**config.mk**
```make
export PLATFORM = sky130hd
export DESIGN_NAME = dino_obstacle
export DESIGN_NICKNAME = d
export VERILOG_FILES = /design/src/rtl/dino_pkg.sv /design/src/rtl/lfsr16.sv /design/src/rtl/dino_obstacle.sv
export SDC_FILE = /design/constraint.sdc
export NUM_CORES = 1
export LEC_CHECK = 0
export ABC_AREA = 1
export CORE_MARGIN = 1.5
export CORE_UTILIZATION = 52
export CTS_CLUSTER_DIAMETER = 80
export DETAILED_ROUTE_END_ITERATION = 10
export MAX_ROUTING_LAYER = met4
export PLACE_DENSITY = 0.87
export SLEW_MARGIN = 20
export SYNTH_ARGS = -nofsm -noshare
export SYNTH_HDL_FRONTEND = slang
export SYNTH_SLANG_ARGS = --single-unit
```
**constraint.sdc**
```tcl
create_clock -name clk_25MHz -period 2.79 [get_ports clk_25MHz]
set_clock_uncertainty 0.05 [all_clocks]
set_input_delay 0.4185 -clock clk_25MHz [delete_from_list [all_inputs] [get_ports clk_25MHz]]
set_output_delay 0.4185 -clock clk_25MHz [all_outputs]
set_load 0.005 [all_outputs]
```
**src/rtl/dino_pkg.sv**
```systemverilog
// -----------------------------------------------------------------------------
// dino_pkg
// Shared definitions for the dino runner: dino_state encodings (shared with the
// dino controller and the VGA renderer), the obstacle FSM state enum, playfield
// geometry defaults, and a small box-overlap helper.
// Geometry constants are 11 bits wide so that "edge + width" never wraps when
// compared against 10-bit screen coordinates.
// -----------------------------------------------------------------------------
package dino_pkg;

  // dino_state encodings driven by the dino controller
  localparam logic [3:0] DS_STOP = 4'b0000;
  localparam logic [3:0] DS_RUN  = 4'b0001;
  localparam logic [3:0] DS_JUMP = 4'b0011;
  localparam logic [3:0] DS_DOWN = 4'b0010;
  localparam logic [3:0] DS_DIE  = 4'b0110;

  // Obstacle-field FSM
  typedef enum logic [1:0] {
    ST_IDLE = 2'd0,
    ST_RUN  = 2'd1,
    ST_HIT  = 2'd2
  } obs_state_e;

  // Geometry (pixels)
  localparam logic [9:0]  SPAWN_X     = 10'd640;
  localparam logic [10:0] GROUND_Y    = 11'd443;
  localparam logic [10:0] DINO_W      = 11'd40;
  localparam logic [10:0] DINO_H      = 11'd43;
  localparam logic [10:0] DINO_DUCK_H = 11'd26;
  localparam logic [10:0] CACTUS_W    = 11'd20;
  localparam logic [10:0] CACTUS_H    = 11'd40;
  localparam logic [10:0] BIRD_Y      = 11'd380;
  localparam logic [10:0] BIRD_W      = 11'd30;
  localparam logic [10:0] BIRD_H      = 11'd30;

  // Pacing
  localparam logic [6:0]  GAP_MIN     = 7'd40;
  localparam logic [3:0]  SPEED_INIT  = 4'd4;
  localparam logic [3:0]  SPEED_MAX   = 4'd12;

  // Spawn randomiser
  localparam logic [15:0] LFSR_SEED   = 16'hACE1;
  localparam logic [15:0] LFSR_MASK   = 16'hB400;

  // Half-open box overlap: [ax0,ax1) x [ay0,ay1) against [bx0,bx1) x [by0,by1)
  function automatic logic box_hit(
    input logic [10:0] ax0, input logic [10:0] ax1,
    input logic [10:0] ay0, input logic [10:0] ay1,
    input logic [10:0] bx0, input logic [10:0] bx1,
    input logic [10:0] by0, input logic [10:0] by1
  );
    return (ax0 < bx1) && (bx0 < ax1) && (ay0 < by1) && (by0 < ay1);
  endfunction

endpackage

```
**src/rtl/lfsr16.sv**
```systemverilog
// -----------------------------------------------------------------------------
// lfsr16
// 16-bit right-shifting Galois LFSR (mask 16'hB400), advancing every clock.
// Ports:
//   clk    in  : clock
//   rst_n  in  : asynchronous active-low reset, loads SEED
//   state  out : current 16-bit LFSR state
// Parameter:
//   SEED       : reset value (must be nonzero)
// -----------------------------------------------------------------------------
module lfsr16
  import dino_pkg::*;
#(
  parameter logic [15:0] SEED = LFSR_SEED
) (
  input  logic        clk,
  input  logic        rst_n,
  output logic [15:0] state
);

  always_ff @(posedge clk or negedge rst_n) begin
    if (!rst_n) begin
      state <= SEED;
    end else begin
      state <= {1'b0, state[15:1]} ^ (state[0] ? LFSR_MASK : 16'h0000);
    end
  end

endmodule

```
**src/rtl/dino_obstacle.sv**
```systemverilog
// -----------------------------------------------------------------------------
// dino_obstacle
// Obstacle field and collision detector for the dino runner. Scrolls up to two
// obstacles leftward on each 100 Hz tick, spawns new ones after pseudo-random
// gaps, keeps the score/speed, and raises a sticky kill on dino/obstacle
// overlap.
//
// Build option: define DINO_OBSTACLE_BIRD_EN to enable bird obstacles (spawn
// type taken from lfsr[7], bird boxes collide). Without it every obstacle is a
// cactus and obs_type is tied to 0.
//
// Handshake/timing: tick_100Hz is a one-cycle enable; start is a level. There
// is no backpressure -- every registered output changes on the clock edge
// after the cycle that caused it, and kill follows the overlap by one cycle.
//
// Ports:
//   clk_25MHz  in      : clock
//   rst_n      in      : asynchronous active-low reset
//   tick_100Hz in      : game tick enable
//   start      in      : start / restart request
//   dino_x     in [9:0]: dino left edge
//   dino_y     in [8:0]: dino top edge when standing
//   dino_state in [3:0]: dino controller state (dino_pkg DS_*)
//   kill       out     : registered collision flag, sticky until restart
//   score      out[15:0]: ticks survived, saturating
//   speed      out[3:0]: pixels per tick
//   obs_valid  out[1:0]: slot occupied
//   obs0_x     out[9:0]: slot 0 left edge
//   obs1_x     out[9:0]: slot 1 left edge
//   obs_type   out[1:0]: 0 = cactus, 1 = bird
//   state_dbg  out[1:0]: current FSM state (obs_state_e encoding)
// -----------------------------------------------------------------------------
module dino_obstacle
  import dino_pkg::*;
(
  input  logic        clk_25MHz,
  input  logic        rst_n,
  input  logic        tick_100Hz,
  input  logic        start,
  input  logic [9:0]  dino_x,
  input  logic [8:0]  dino_y,
  input  logic [3:0]  dino_state,
  output logic        kill,
  output logic [15:0] score,
  output logic [3:0]  speed,
  output logic [1:0]  obs_valid,
  output logic [9:0]  obs0_x,
  output logic [9:0]  obs1_x,
  output logic [1:0]  obs_type,
  output logic [1:0]  state_dbg
);

  obs_state_e        state, state_nxt;
  logic              hit;
  logic              enter_run, run_tick, kill_nxt;

  logic [15:0]       lfsr;
  logic              lfsr_unused;

  logic [1:0][9:0]   obs_x_q, x_nxt;
  logic [1:0]        valid_nxt;
  logic [6:0]        gap_q, gap_dec, gap_nxt;
  logic [15:0]       score_nxt;
  logic [6:0]        spd_sum;
  logic [3:0]        speed_nxt;
  logic [1:0]        hit_vec;
  logic [10:0]       dx0, dx1, dy0, dy1;

`ifdef DINO_OBSTACLE_BIRD_EN
  logic [1:0]        bird_q, bird_nxt;
`endif

  // ---------------------------------------------------------------------------
  // Free-running spawn randomiser
  // ---------------------------------------------------------------------------
  lfsr16 #(.SEED(LFSR_SEED)) u_lfsr (
    .clk   (clk_25MHz),
    .rst_n (rst_n),
    .state (lfsr)
  );

  // Only the low byte feeds spawn decisions.
  assign lfsr_unused = ^lfsr[15:6];

  // ---------------------------------------------------------------------------
  // Collision (combinational, from registered obstacles and live dino inputs)
  // ---------------------------------------------------------------------------
  always_comb begin
    dx0 = {1'b0, dino_x};
    dx1 = dx0 + DINO_W;
    dy1 = {2'b00, dino_y} + DINO_H;
    // Ducking keeps the bottom edge and lowers the top edge.
    dy0 = (dino_state == DS_DOWN) ? ({2'b00, dino_y} + (DINO_H - DINO_DUCK_H))
                                  : {2'b00, dino_y};
  end

  always_comb begin
    hit_vec = 2'b00;
    for (int i = 0; i < 2; i++) begin
      if (obs_valid[i] && (dino_state != DS_STOP)) begin
`ifdef DINO_OBSTACLE_BIRD_EN
        if (bird_q[i]) begin
          hit_vec[i] = box_hit(dx0, dx1, dy0, dy1,
                               {1'b0, obs_x_q[i]}, {1'b0, obs_x_q[i]} + BIRD_W,
                               BIRD_Y, BIRD_Y + BIRD_H);
        end else begin
          hit_vec[i] = box_hit(dx0, dx1, dy0, dy1,
                               {1'b0, obs_x_q[i]}, {1'b0, obs_x_q[i]} + CACTUS_W,
                               GROUND_Y - CACTUS_H, GROUND_Y);
        end
`else
        hit_vec[i] = box_hit(dx0, dx1, dy0, dy1,
                             {1'b0, obs_x_q[i]}, {1'b0, obs_x_q[i]} + CACTUS_W,
                             GROUND_Y - CACTUS_H, GROUND_Y);
`endif
      end
    end
  end

  assign hit = |hit_vec;

  // ---------------------------------------------------------------------------
  // FSM: state register
  // ---------------------------------------------------------------------------
  always_ff @(posedge clk_25MHz or negedge rst_n) begin
    if (!rst_n) begin
      state <= ST_IDLE;
    end else begin
      state <= state_nxt;
    end
  end

  // FSM: next state
  always_comb begin
    state_nxt = state;
    case (state)
      ST_IDLE: if (start) state_nxt = ST_RUN;
      ST_RUN:  if (hit)   state_nxt = ST_HIT;
      ST_HIT:  if (start) state_nxt = ST_RUN;
      default: state_nxt = ST_IDLE;
    endcase
  end

  // FSM: outputs (datapath controls). A tick coinciding with an overlap is
  // dropped so the frozen field shows the positions that caused the hit.
  always_comb begin
    enter_run = 1'b0;
    run_tick  = 1'b0;
    kill_nxt  = 1'b0;
    case (state)
      ST_IDLE: enter_run = start;
      ST_RUN: begin
        kill_nxt = hit;
        run_tick = tick_100Hz && !hit;
      end
      ST_HIT: begin
        enter_run = start;
        kill_nxt  = !start;
      end
      default: ;
    endcase
  end

  assign state_dbg = state;

  // ---------------------------------------------------------------------------
  // Tick update: move, then spawn into what is free after the move, then score
  // ---------------------------------------------------------------------------
  always_comb begin
    valid_nxt = obs_valid;
    x_nxt     = obs_x_q;
`ifdef DINO_OBSTACLE_BIRD_EN
    bird_nxt  = bird_q;
`endif
    for (int i = 0; i < 2; i++) begin
      if (obs_valid[i]) begin
        // Retire instead of subtracting so a slot never wraps to ~1023.
        if (obs_x_q[i] < {6'd0, speed}) begin
          valid_nxt[i] = 1'b0;
        end else begin
          x_nxt[i] = obs_x_q[i] - {6'd0, speed};
        end
      end
    end

    // The counter reaching zero on this tick (or already parked at zero with
    // both slots busy) triggers a spawn attempt.
    gap_dec = (gap_q != 7'd0) ? (gap_q - 7'd1) : 7'd0;
    gap_nxt = gap_dec;
    if (gap_dec == 7'd0) begin
      if (!valid_nxt[0]) begin
        valid_nxt[0] = 1'b1;
        x_nxt[0]     = SPAWN_X;
`ifdef DINO_OBSTACLE_BIRD_EN
        bird_nxt[0]  = lfsr[7];
`endif
        gap_nxt      = GAP_MIN + {1'b0, lfsr[5:0]};
      end else if (!valid_nxt[1]) begin
        valid_nxt[1] = 1'b1;
        x_nxt[1]     = SPAWN_X;
`ifdef DINO_OBSTACLE_BIRD_EN
        bird_nxt[1]  = lfsr[7];
`endif
        gap_nxt      = GAP_MIN + {1'b0, lfsr[5:0]};
      end
    end

    score_nxt = (&score) ? score : (score + 16'd1);
    spd_sum   = {3'b000, SPEED_INIT} + {1'b0, score_nxt[15:10]};
    speed_nxt = (spd_sum > {3'b000, SPEED_MAX}) ? SPEED_MAX : spd_sum[3:0];
  end

  // ---------------------------------------------------------------------------
  // Datapath registers
  // ---------------------------------------------------------------------------
  always_ff @(posedge clk_25MHz or negedge rst_n) begin
    if (!rst_n) begin
      kill      <= 1'b0;
      score     <= 16'd0;
      speed     <= SPEED_INIT;
      obs_valid <= 2'b00;
      obs_x_q   <= '0;
      gap_q     <= GAP_MIN;
    end else begin
      kill <= kill_nxt;
      if (enter_run) begin
        // Restart: empty field, fresh score/speed, full initial gap.
        obs_valid <= 2'b00;
        score     <= 16'd0;
        speed     <= SPEED_INIT;
        gap_q     <= GAP_MIN;
      end else if (run_tick) begin
        obs_valid <= valid_nxt;
        obs_x_q   <= x_nxt;
        gap_q     <= gap_nxt;
        score     <= score_nxt;
        speed     <= speed_nxt;
      end
    end
  end

`ifdef DINO_OBSTACLE_BIRD_EN
  always_ff @(posedge clk_25MHz or negedge rst_n) begin
    if (!rst_n) begin
      bird_q <= 2'b00;
    end else if (run_tick && !enter_run) begin
      bird_q <= bird_nxt;
    end
  end

  assign obs_type = bird_q;
`else
  assign obs_type = 2'b00;
`endif

  assign obs0_x = obs_x_q[0];
  assign obs1_x = obs_x_q[1];

endmodule

```
* Yosys cells after proc, flatten, opt, wreduce, memory -nomap -nowiden
Cells that the tools add are included.
Word-level totals: input port bits 27, output and inout bits 47, register bits after elaboration 68, word-level logic and storage cells 98
Cells by class: bitwise logic cells 2, $add $sub $neg 11, reduce and logical (&&, ||, !) cells 22, order comparisons 9, eq/ne operators 6, mux-type cells 38
Operators by type and width (number):
- 2-to-1 mux 10 bit | 8
- 2-to-1 mux 16 bit | 4
- < comparator 10 x 11 -> 1 bit | 4
- 2-to-1 mux 7 bit | 6
- adder 10 x 5 -> 11 bit, second input constant | 2
- < comparator 10 x 4 -> 1 bit | 2
- 2-to-1 mux 20 bit | 1
- subtractor 10 x 4 -> 10 bit | 2
- adder 16 x 1 -> 16 bit, second input constant | 1
- AND reduction 16 bit | 1
- XOR 15 x 16 -> 16 bit | 1
- 2-to-1 mux 4 bit | 3
- adder 10 x 6 -> 11 bit, second input constant | 1
- adder 9 x 5 -> 10 bit, second input constant | 1
- adder 9 x 6 -> 10 bit, second input constant | 1
- < comparator 10 x 9 -> 1 bit, second input constant | 1
- < comparator 9 x 10 -> 1 bit, first input constant | 1
- 2-to-1 mux 2 bit | 5
- logical AND 1 bit | 9
- 2-to-1 mux 1 bit | 9
- adder 3 x 6 -> 7 bit, first input constant | 1
- adder 6 x 6 -> 7 bit, first input constant | 1
- > comparator 7 x 4 -> 1 bit, second input constant | 1
- logical NOT 7 bit | 1
- 16 further kinds | 21

* Logic depth before layout (Yosys ltp)
Gate-level depths: netlist of run 1.
depth in word-level cells 12, depth in mapped cells 22, mapped depth without buffers 21

* Cells and area by module
From an unflattened synthesis of run 1, not the netlist that was laid out.
Second synthesis, totals: cells, all modules 872, area, all modules 6089.6 µm²
Modules (own cells, without submodules):
- dino_obstacle | instances 1, seq. area each 1305.0 µm², cells each 843, area an instance 5630.4 µm²
- lfsr16 | instances 1, seq. area each 410.4 µm², cells each 29, area an instance 459.2 µm²

* Worst setup path before layout of run 1
Ideal clock, no wire load.
path kind register to register, from reg obs_x_q, in the netlist obs0_x[2], to reg score[0], arrival time 2.557 ns, buffers on the path 1, clock period less this slack 2.726 ns, slack 0.064 ns, setup time 0.119 ns, stages on the path, launching flop included 21, required time 2.621 ns, path through dfrtp_1 -> ha_1 -> nor2_1 -> nor2_2 -> nand3_1 -> xor2_1 -> ha_1 -> a21oi_1 -> nand3b_1 -> nand2_1 -> nor2_1 -> nand2_1 -> nor2_1 -> nand3_1 -> nor2_2 -> nor2_4 -> nand3_4 -> nand2_2 -> buf_6 -> nand3_1 -> nand2_1
On the way: word-level cells in the longest chain between the ends 12, elaborated cells on any way between the ends 13, classes of those cells add/sub: 1; order compare: 2; mux: 2; reduce/logical: 8
Ends and longest elaborated chain:
- start: declaration | line dino_obstacle.sv:60 | logic [1:0][9:0] obs_x_q, x_nxt;
- start signal: assignment | line dino_obstacle.sv:234 | obs_x_q <= x_nxt;
- adder 10 x 5 -> 11 bit | line dino_obstacle.sv:113 | {1'b0, obs_x_q[i]}, {1'b0, obs_x_q[i]} + CACTUS_W,
- < comparator 10 x 11 -> 1 bit | line dino_pkg.sv:53 | return (ax0 < bx1) && (bx0 < ax1) && (ay0 < by1) && (by0 < ay1);
- logical AND 1 bit * (3 in series) | line dino_pkg.sv:53
- 2-to-1 mux 1 bit * | line dino_obstacle.sv:100 | if (obs_valid[i] && (dino_state != DS_STOP)) begin
- OR reduction 2 bit * | line dino_obstacle.sv:120 | assign hit = |hit_vec;
- logical NOT 1 bit * | line dino_obstacle.sv:154 | run_tick = tick_100Hz && !hit;
- logical AND 1 bit * | line dino_obstacle.sv:154
- 2-to-1 mux 1 bit * | line dino_obstacle.sv:150 | case (state)
- nonzero test 2 bit (no source line) *
- AND reduction 2 bit (no source line) *
- end signal: assignment | line dino_obstacle.sv:236 | score <= score_nxt;
- end: declaration | line dino_obstacle.sv:44 | output logic [15:0] score,
Mark *: on every way between the ends. The rest lies on a longest branch, timed or not. A chain may end at the register's enable or synchronous reset.

* Worst setup path in the final report of run 1
from reg obs_x_q, in the netlist obs0_x[2], to reg speed[0]
On the way: word-level cells in the longest chain between the ends 11, elaborated cells on any way between the ends 12, classes of those cells add/sub: 1; order compare: 2; mux: 2; reduce/logical: 7
Ends and longest elaborated chain:
- adder 10 x 5 -> 11 bit | line dino_obstacle.sv:113
- < comparator 10 x 11 -> 1 bit | line dino_pkg.sv:53
- logical AND 1 bit * (3 in series) | line dino_pkg.sv:53
- 2-to-1 mux 1 bit * | line dino_obstacle.sv:100
- OR reduction 2 bit * | line dino_obstacle.sv:120
- logical NOT 1 bit * | line dino_obstacle.sv:154
- logical AND 1 bit * | line dino_obstacle.sv:154
- 2-to-1 mux 1 bit * | line dino_obstacle.sv:150
- nonzero test 2 bit (no source line) *
- end signal: assignment | line dino_obstacle.sv:237 | speed <= speed_nxt;
- end: declaration | line dino_obstacle.sv:45 | output logic [3:0] speed,
Marks and branches as above.

==> results of run 1 <==
registers in the layout, summed over array words and instances, names as in the netlist:
| register | count |
|---|---|
| gap_q | 7 |
| kill | 1 |
| obs0_x | 10 |
| obs1_x | 10 |
| obs_valid | 2 |
| score | 16 |
| speed | 4 |
| state_dbg | 2 |
| u_lfsr.state | 16 |
critical path, stage by stage (launching register included):
cell and delay, ns:
dfrtp_1 0.39, ha_2 0.19, nor2_2 0.10, nor2_2 0.06, buf_4 0.14, xor2_2 0.14
ha_1 0.32, a21o_1 0.17, nor2_1 0.10, nor2_1 0.05, nor2_1 0.13, nand2_2 0.13
nor2_4 0.12, nand3_2 0.10, nor2_4 0.14, nor2_4 0.08, nand3_4 0.14, buf_12 0.16
nand2_8 0.07, nand2_2 0.11, nand2_1 0.08
power by group:
| part | switching (mW) | internal (mW) |
|---|---|---|
| Clock | 0.443 | 0.806 |
| Sequential | 0.216 | 1.17 |
| Combinational | 2.14 | 1.57 |
| Total | 2.80 | 3.55 |
final cells by class:
class                      count  area, µm²
multi-input combinational    690       4070
timing repair buffer         161       1530
clock buffer                  12        246
sequential                    68       1720
inverter                     109        409
fill                         812       3090
clock inverter                 4       72.6
tap                          143        179
layout by cell type (no fill, tap or decap), types with 7 or more instances in the layout:
master,count
nand3_1,69
nand4_1,16
dfrtp_1,57
nand3_2,18
ha_1,53
inv_1,106
nor2_2,7
buf_6,8
o21ai_0,28
a21oi_1,24
nand2_1,256
clkbuf_16,11
buf_4,74
dfstp_2,11
nor3_1,13
clkdlybuf4s50_1,67
nand2_2,29
nor2_1,68
xor2_1,36
nor2_4,7
worst paths after layout:
path                            startpoint         endpoint  slack [ns]  cells after the start
max                              obs0_x[2]         speed[0]       -0.30                     20
min                                  rst_n             kill        0.24                      2
max reg2reg                      obs0_x[2]         speed[0]       -0.30                     20
min reg2reg                u_lfsr.state[9]  u_lfsr.state[8]        0.30                      0
max in group asynchronous            rst_n        obs1_x[0]        1.89                      2
min in group clk_25MHz     u_lfsr.state[9]  u_lfsr.state[8]        0.30                      0
cell families after synthesis:
| kind of cell | Yosys count | synth area share, % |
|---|---|---|
| mux | 1 | 0.167 |
| xor+xnor | 43 | 6.29 |
| simple gates | 508 | 36.8 |
| other cells | 1 | 0.0626 |
| flops | 68 | 28.6 |
| fa+ha+maj | 57 | 12.2 |
| buf+inv | 130 | 9.07 |
| compound gates | 74 | 6.83 |
repair_timing:
item	in CTS	in global routing
buffers inserted	11	3
cloned	7	3
endpoints found under the setup margin	52	52
pin swaps	16	21
hold buffers	0	0
resized for setup	56	38
layer usage:
layer  up-vias  track usage (%)  part of all wire [%]
met3       136             6.41                   7.8
li1       3154                -                     -
met5         -                -                     0
met1      3084             36.2                    39
met2       374             51.8                    47
met4         0             18.2                   6.5
stage by stage:
stage	setup slack, ns	cells	setup TNS [ns]	hold WS [ns]	power, mW
3_5_place_dp	-0.662	1147	-30.08	0.287	4.34
4_1_cts	-0.158	1181	-4.95	0.273	5.90
3_3_place_gp	-0.567	1147	-26.45	0.285	4.24
2_1_floorplan	0.0641	883	0	0.0729	3.19
6_report	-0.301	1187	-11.48	0.237	6.35
5_1_grt	-0.474	1187	-19.10	0.304	6.73
==> run metrics, run 1 <==
number of synthesized register bits 68; Avg WL per Cell 16.6 µm; path category of the worst min-delay check in2async; Sink Count 68; crit-path max FO 6; Area contributors post-synth dfrtp_1 24%, nand2_1 18%, ha_1 11%; DP Area 0.00730 mm²; largest area contributor in the netlist dfrtp_1; Final WS setup -0.301 ns; Num CTS Buffers 9; post-DP HPWL 11.9 mm; top cell type's share of synthesized area 23.8%; power per cell area 772 mW/mm²; Main synth FF type dfrtp_1; Pins Over Slew Limit 0; worst path required time 2.95 ns; DR iter-0 viols 639; gr usage total 31.7%; global-route wire length before repair 28.9 mm; Cell Area, Synth 0.00599 mm²; largest net degree at the start of global routing 69; DRT Wirelength 19.6 mm; critical path class reg2reg; Top Ports 74; Async SR Flop Fraction 100%; htree depth 3; Final Util 72.7%; via count 6748; drt first pass iters 6; failing checks negative setup slack; Post-synth top cells 287 x nand2_1, 106 x inv_1, 87 x nand3_1; Setup violations, final 52; n_diodes 0; CTS tree done; port bufs 71; final hold violations 0; DIE HEIGHT 110 µm; Max Fclk 0.323 GHz; vias in the first global route 6278; DRC Markers 0; P_leak 4.27 nW; core area 0.0113 mm²; count of cell types in the netlist 45; Final Cell Area 0.00823 mm²; die width 110 µm; unrepaired setup endpoints after global routing yes; critical path arrival 3.25 ns; fin crit period 3.09 ns; share of cells above drive strength 1 19.5%; crit end category flop; Final GP Congestion 0.941; antenna violations before repair 0; synth warn 0; row count 39; Slew HR 26.7%; synthesis-to-layout area growth 37.4%; count leader, synth nand2_1; DRT antenna net count 0; Max-Cap Viols 0; sequential-to-total area share from yosys stat 28.6%; number of synthesized flops with an enable pin 0; die area 0.0122 mm²; Avg Vias per Cell 5.68; nets@finish 1123; total gr overflow 0; worst-skew pair later-pin latency 0.34 ns; Starting Density 52.9%; Max Buffers Root-to-Sink 2; CP Launch Type flop; measured slew at the worst slew-check pin 1.10 ns; maximum vdd drop 0.000457 V; period utilization 111%; status finished with violations; Root Driver clkbuf_16; Mapped Cells 882; Mapped Avg Cell Area 6.79 µm²; Worst-path clk slew 0.06 ns
Power figures use the tool's default switching activity.
==> inputs of run 2 (changes only) <==
--- a/config.mk
+++ b/config.mk
@@ -12,6 +12,7 @@
 export DETAILED_ROUTE_END_ITERATION = 10
 export MAX_ROUTING_LAYER = met4
 export PLACE_DENSITY = 0.87
+export RECOVER_POWER = 100
 export SLEW_MARGIN = 20
 export SYNTH_ARGS = -nofsm -noshare
 export SYNTH_HDL_FRONTEND = slang
==> run 2 against run 1 <==
Utilization about the same. Clock power about the same. Highest routed layer unchanged. Largest cell class unchanged. Fmax up 0.17%. Power down 0.10%. Critical path type unchanged. Count of clock-buffer cells in the layout unchanged. Largest power group unchanged. Final cell count unchanged. Critical path depth up 1. The flow finishes with violations (max-capacitance violations, max-slew violations, negative setup slack). Worst setup slack better by 0.0052 ns. Sequential cell count unchanged.
==> run metrics, run 2 (synthesis results as in run 1) <==
vias in the first global route 6278 (unchanged); commonest non-fill, non-tap cell in the layout nand2_1 (unchanged); final hold slack 0.298 ns (was 0.237 ns); fin crit period 3.09 ns (about the same); nets@finish 1123 (unchanged); path category of the worst min-delay check reg2reg (was in2async); synthesis-to-layout area growth 37.4% (about the same); CTS tree done (unchanged); Final WS setup -0.296 ns (was -0.301 ns); htree depth 3 (unchanged); maximum vdd drop 0.000459 V (was 0.000457 V); P_leak 4.29 nW (was 4.27 nW); Worst-path clk slew 0.06 ns (about the same); worst slack at placement -0.662 ns (unchanged); placed insts 1147 (unchanged); Pins Over Slew Limit 69 (was 0); Setup violations, final 52 (unchanged); post-DP HPWL 11.9 mm (unchanged); Max-Cap Viols 1 (was 0); DRT antenna net count 0 (unchanged); Sink Count 68 (unchanged); DR iter-0 viols 642 (was 639); slowest cell on the critical path dfrtp_1 (unchanged); Num CTS Buffers 9 (unchanged); drt first pass iters 6 (unchanged); Worst path max stage delay 0.39 ns (about the same); worst path required time 3.02 ns (was 2.95 ns); Max Fclk 0.324 GHz (was 0.323 GHz); final hold violations 0 (unchanged); die area 0.0122 mm² (unchanged); fin cells 1187 (unchanged); critical path arrival 3.32 ns (was 3.25 ns); gr usage total 31.7% (unchanged); Starting Density 52.9% (unchanged); global-route wire length before repair 28.9 mm (unchanged); Slew HR -14.4% (was 26.7%); Top Ports 74 (unchanged); power per cell area 772 mW/mm² (about the same); Avg WL per Cell 16.6 µm (about the same); worst-skew pair later-pin latency 0.34 ns (about the same); GR Util met3 6.41% (unchanged); Final GP Congestion 0.941 (unchanged); DRC Markers 0 (unchanged); port bufs 71 (unchanged); worst path cell trace ha_2, nor2_2, nor2_2, buf_4, xor2_2, ha_1, a21o_1, nor2_1, nor2_1, nor2_1, nand2_2, nor2_4, nand3_2, nor2_4, nor2_4, buf_6, nand4_1, buf_6, clkbuf_16, nand3_1, nand2_1 (was ha_2, nor2_2, nor2_2, buf_4, xor2_2, ha_1, a21o_1, nor2_1, nor2_1, nor2_1, nand2_2, nor2_4, nand3_2, nor2_4, nor2_4, nand3_4, buf_12, nand2_8, nand2_2, nand2_1); failing checks max-capacitance violations, max-slew violations, negative setup slack (was negative setup slack); CP Launch Type flop (unchanged); total gr overflow 0 (unchanged); critical path class reg2reg (unchanged); Max Buffers Root-to-Sink 2 (unchanged); final setup TNS -11.43 ns (was -11.48 ns); largest net degree at the start of global routing 69 (unchanged); DIE HEIGHT 110 µm (unchanged); gr busiest metal met2 (unchanged); row count 39 (unchanged); share of cells above drive strength 1 19.3% (was 19.5%); grt met1 use 36.2% (unchanged); measured slew at the worst slew-check pin 1.72 ns (was 1.10 ns); largest registers score: 16 flops, u_lfsr.state: 16 flops (unchanged); Avg Vias per Cell 5.69 (was 5.68); Final Util 72.7% (about the same); met2 usage 51.8% (unchanged); most frequent cells in the layout 256 x nand2_1, 106 x inv_1, 73 x buf_4 (was 256 x nand2_1, 106 x inv_1, 74 x buf_4); via count 6750 (was 6748); status finished with violations (unchanged); Post-CTS Hold Buffers 0 (unchanged); period utilization 111% (about the same); Root Driver clkbuf_16 (unchanged); die width 110 µm (unchanged); unrepaired setup endpoints after global routing yes (unchanged); crit end category flop (unchanged); n_diodes 0 (unchanged); crit-path max FO 5 (was 6); antenna violations before repair 0 (unchanged); DRT Wirelength 19.7 mm (was 19.6 mm); core area 0.0113 mm² (unchanged)
[run 2: cell count changes in the layout (fill, tap and decap cells not counted), sizes merged]
cell           delta
buf               -1
clkbuf            +1
clkdlybuf4s50     -7
dlygate4sd3       +7
[run 2: worst max-delay path: cells and delay by family, from the launching register on]
kind,cells,cell delay (ns)
adder cells (fa/ha/maj),2,0.51
AND/OR/NAND/NOR,13,1.23
buffers and inverters,4,0.55
AO/OA/AOI/OAI,1,0.17
XOR/XNOR,1,0.14
flip-flops,1,0.39
[run 2: per-layer routing]
metal / up-vias / wire (µm)
li1: 3153 / -
met1: 3105 / 7720
met2: 359 / 9340
met3: 133 / 1380
met4: 0 / 1220
met5: - / 0
[run 2: worst paths after layout]
check,startpoint,end,slack [ns],depth (start not counted)
setup / recovery,obs0_x[2],score[8],-0.30,21
hold / removal,u_lfsr.state[9],u_lfsr.state[8],0.30,0
setup reg to reg,obs0_x[2],score[8],-0.30,21
hold reg to reg,u_lfsr.state[9],u_lfsr.state[8],0.30,0
max in group asynchronous,rst_n,obs1_x[0],1.10,2
min in group asynchronous,rst_n,kill,0.58,2
[run 2: layout make-up]
type                    instances  area, µm²
flip-flops and latches         68       1720
inverters                     109        409
well taps                     143        179
fillers                       813       3100
repair buffers                161       1530
clock buffers                  12        246
multi-input cells             690       4070
clock inverters                 4       72.6
[run 2: what timing repair did]
action                                  4_1_cts  5_1_grt
resized for setup                            56       38
buffers inserted                             11        3
cloned                                        7        3
pin swaps                                    16       21
endpoints found under the setup margin       52       52
[run 2: stage by stage]
stage | cell area [µm²] | power (mW)
final | 8230 | 6.35
after global routing | 8230 | 6.72
after CTS | 7980 | 5.90
after detailed placement | 7300 | 4.34
after global placement | 7300 | 4.24
after floorplan | 5990 | 3.19
[run 2: power breakdown]
group / switching (mW) / internal (mW) / total (mW)
Sequential: 0.214 / 1.17 / 1.39
Clock: 0.443 / 0.806 / 1.25
Combinational: 2.15 / 1.57 / 3.71
==> inputs of run 3 (changes only) <==
--- a/config.mk
+++ b/config.mk
@@ -7,11 +7,11 @@
 export LEC_CHECK = 0
 export ABC_AREA = 1
 export CORE_MARGIN = 1.5
-export CORE_UTILIZATION = 52
+export CORE_UTILIZATION = 57
 export CTS_CLUSTER_DIAMETER = 80
 export DETAILED_ROUTE_END_ITERATION = 10
 export MAX_ROUTING_LAYER = met4
-export PLACE_DENSITY = 0.87
+export PLACE_DENSITY = 0.91
 export RECOVER_POWER = 100
 export SLEW_MARGIN = 20
 export SYNTH_ARGS = -nofsm -noshare
==> constraint.sdc (replaced) <==
create_clock -name clk_25MHz -period 3.45 [get_ports clk_25MHz]
set_clock_uncertainty 0.05 [all_clocks]
set_input_delay 0.5175 -clock clk_25MHz [delete_from_list [all_inputs] [get_ports clk_25MHz]]
set_output_delay 0.5175 -clock clk_25MHz [all_outputs]
set_load 0.005 [all_outputs]
==> run 3 against run 2 <==
The flow now finishes without violations. Combinational power down 43%. Clock power down 45%. Final area down 13%. Sequential power down 16%. Critical path depth down 2. Utilization down 3.2 points. Die area down 8.5%.
==> run metrics, run 3 (synthesis results as in run 1) <==
status complete, no violations (was finished with violations); Internal Dissipation 2.16 mW (was 3.55 mW); Sw Share 45.9% (was 44.2%); n_diodes 0 (unchanged); final hold violations 0 (unchanged); CP Launch Type flop (unchanged); DIE HEIGHT 105 µm (was 110 µm); Hold Startpoint u_lfsr.state[9] (unchanged); period utilization 93.4% (was 111%); vias in the first global route 5585 (was 6278); Avg WL per Cell 13.9 µm (was 16.6 µm); worst path required time 3.64 ns (was 3.02 ns); CP most frequent cell nand2_1; Final WS setup 0.227 ns (was -0.296 ns); crit-path max FO 17 (was 5); critical path arrival 3.41 ns (was 3.32 ns); P_sw 1.83 mW (was 2.80 mW); Starting Density 58.3% (was 52.9%); largest registers score: 16 flops, u_lfsr.state: 16 flops (unchanged); crit path launch obs0_x[4] (was obs0_x[2]); nets@finish 1055 (was 1123); DRT antenna net count 0 (unchanged); synthesis-to-layout area growth 19.2% (was 37.4%); via count 6063 (was 6750); worst-skew pair later-pin latency 0.36 ns (was 0.34 ns); final hold slack 0.306 ns (was 0.298 ns); Worst-path clk slew 0.08 ns (was 0.06 ns); DR iter-0 viols 478 (was 642); share of cells above drive strength 1 6.45% (was 19.3%); worst slack at placement -0.0912 ns (was -0.662 ns); htree depth 3 (unchanged); largest net degree at the start of global routing 35 (was 69); Setup violations, final 0 (was 52); Max-Cap Viols 0 (was 1); slowest cell on the critical path dfrtp_1 (unchanged); antenna violations before repair 0 (unchanged); die width 105 µm (was 110 µm); Post-CTS Hold Buffers 0 (unchanged); Avg Vias per Cell 5.45 (was 5.69); global-route wire length before repair 25.5 mm (was 28.9 mm); Fillers 871 (was 813); CTS tree done (unchanged); total gr overflow 0 (unchanged); row count 37 (was 39); gr usage total 29.1% (was 31.7%); Final GP Congestion 0.942 (was 0.941); worst path cell trace nor2_1, nor2_2, nand3_1, xor2_1, ha_1, a21oi_1, nand3b_1, nand2_1, nor2_1, nand2_1, nor2_1, nand3_1, nor2_2, nor2_4, nand3_4, nor2_4, clkbuf_4, nand2_1, nand2_1 (was ha_2, nor2_2, nor2_2, buf_4, xor2_2, ha_1, a21o_1, nor2_1, nor2_1, nor2_1, nand2_2, nor2_4, nand3_2, nor2_4, nor2_4, buf_6, nand4_1, buf_6, clkbuf_16, nand3_1, nand2_1); Max Fclk 0.310 GHz (was 0.324 GHz); port bufs 71 (unchanged); DRT Wirelength 15.5 mm (was 19.7 mm); Max Buffers Root-to-Sink 2 (unchanged); crit end category flop (unchanged); Root Driver clkbuf_8 (was clkbuf_16); Pwr Total 3.99 mW (was 6.35 mW); Sink Count 68 (unchanged); path category of the worst min-delay check reg2reg (unchanged); critical path class reg2reg (unchanged); Slew HR 15.6% (was -14.4%); commonest non-fill, non-tap cell in the layout nand2_1 (unchanged); die area 0.0111 mm² (was 0.0122 mm²); DP Area 0.00695 mm² (was 0.00730 mm²); post-DP HPWL 11.6 mm (was 11.9 mm); Worst path max stage delay 0.57 ns (was 0.39 ns); Num CTS Buffers 9 (unchanged); fin crit period 3.22 ns (was 3.09 ns); DRC Markers 0 (unchanged); P_leak 3.87 nW (was 4.29 nW); Final Cell Area 0.00714 mm² (was 0.00823 mm²); power per cell area 559 mW/mm² (was 772 mW/mm²); drt first pass iters 5 (was 6); reg-to-reg startpoint obs0_x[4] (was obs0_x[2]); most frequent cells in the layout 287 x nand2_1, 106 x inv_1, 87 x nand3_1 (was 256 x nand2_1, 106 x inv_1, 73 x buf_4); maximum vdd drop 0.000254 V (was 0.000459 V); core area 0.0103 mm² (was 0.0113 mm²); Pins Over Slew Limit 0 (was 69); clock power share 17.2% (was 19.7%); Combinational Power Share 53.4% (was 58.5%); Top Ports 74 (unchanged); Flop pwr share 29.4% (was 21.9%); unrepaired setup endpoints after global routing no (was yes); measured slew at the worst slew-check pin 1.27 ns (was 1.72 ns)
==> run 3: path summary, 6_finish.rpt <==
kind,to,slack (ns),cells past startpoint
hold reg to reg,u_lfsr.state[8],0.31,0
setup / recovery,obs0_x[7],0.23,19
hold / removal,u_lfsr.state[8],0.31,0
setup reg to reg,obs0_x[7],0.23,19
min in group asynchronous,u_lfsr.state[8],0.36,1
max in group asynchronous,obs0_x[1],1.26,2
==> run 3: critical path: cells and delay by family (launching register included) <==
family                     cells  cell delay, ns
AOI/OAI and AO/OA              1            0.20
xor gates and xnor gates       1            0.16
adders and majority gates      1            0.30
buffers and inverters          1            0.25
DFF                            1            0.57
and+or+nand+nor               15            1.55
==> run 3: final cells by class <==
type	count	area [µm²]	share of cell area (%)
Tap cell	136	170	2.38
Inverter	109	409	5.73
Clock buffer	9	124	1.73
Sequential cell	68	1720	24.0
Multi-Input combinational cell	686	3740	52.4
Timing Repair Buffer	97	895	12.5
Clock inverter	7	82.6	1.16
==> run 3: through the flow <==
step,util (%),TNS [ns],instances
global placement,67.6,0,1094
floorplan,-,0,883
CTS,69.6,0,1110
detailed placement,67.6,-2.21,1094
finish,69.5,0,1112
global route,69.5,0,1112
==> run 3: power by group through the flow <==
| stage | registers, mW | clock network, mW | logic [mW] |
|---|---|---|---|
| after floorplan | 1.12 | 0 | 1.46 |
| after global placement | 1.18 | 0 | 2.04 |
| after detailed placement | 1.18 | 0 | 2.10 |
| after CTS | 1.17 | 0.687 | 2.13 |
| after global routing | 1.20 | 0.726 | 2.40 |
| final | 1.17 | 0.688 | 2.13 |
==> run 3: metal layers <==
layer  up-vias  global-route usage (%)  share of wire [%]
met5         -                       -                  0
met4         0                    12.7                3.3
met3        49                    3.09                5.7
met2       213                    48.7                 47
met1      2781                    35.7                 44
li1       3020                       -                  -
==> run 3: what timing repair did <==
action                                  in CTS  in global routing
setup buffers                                0                  1
hold endpoints to repair                     0                  0
gates resized for setup                      0                  0
endpoints found under the setup margin       0                 24
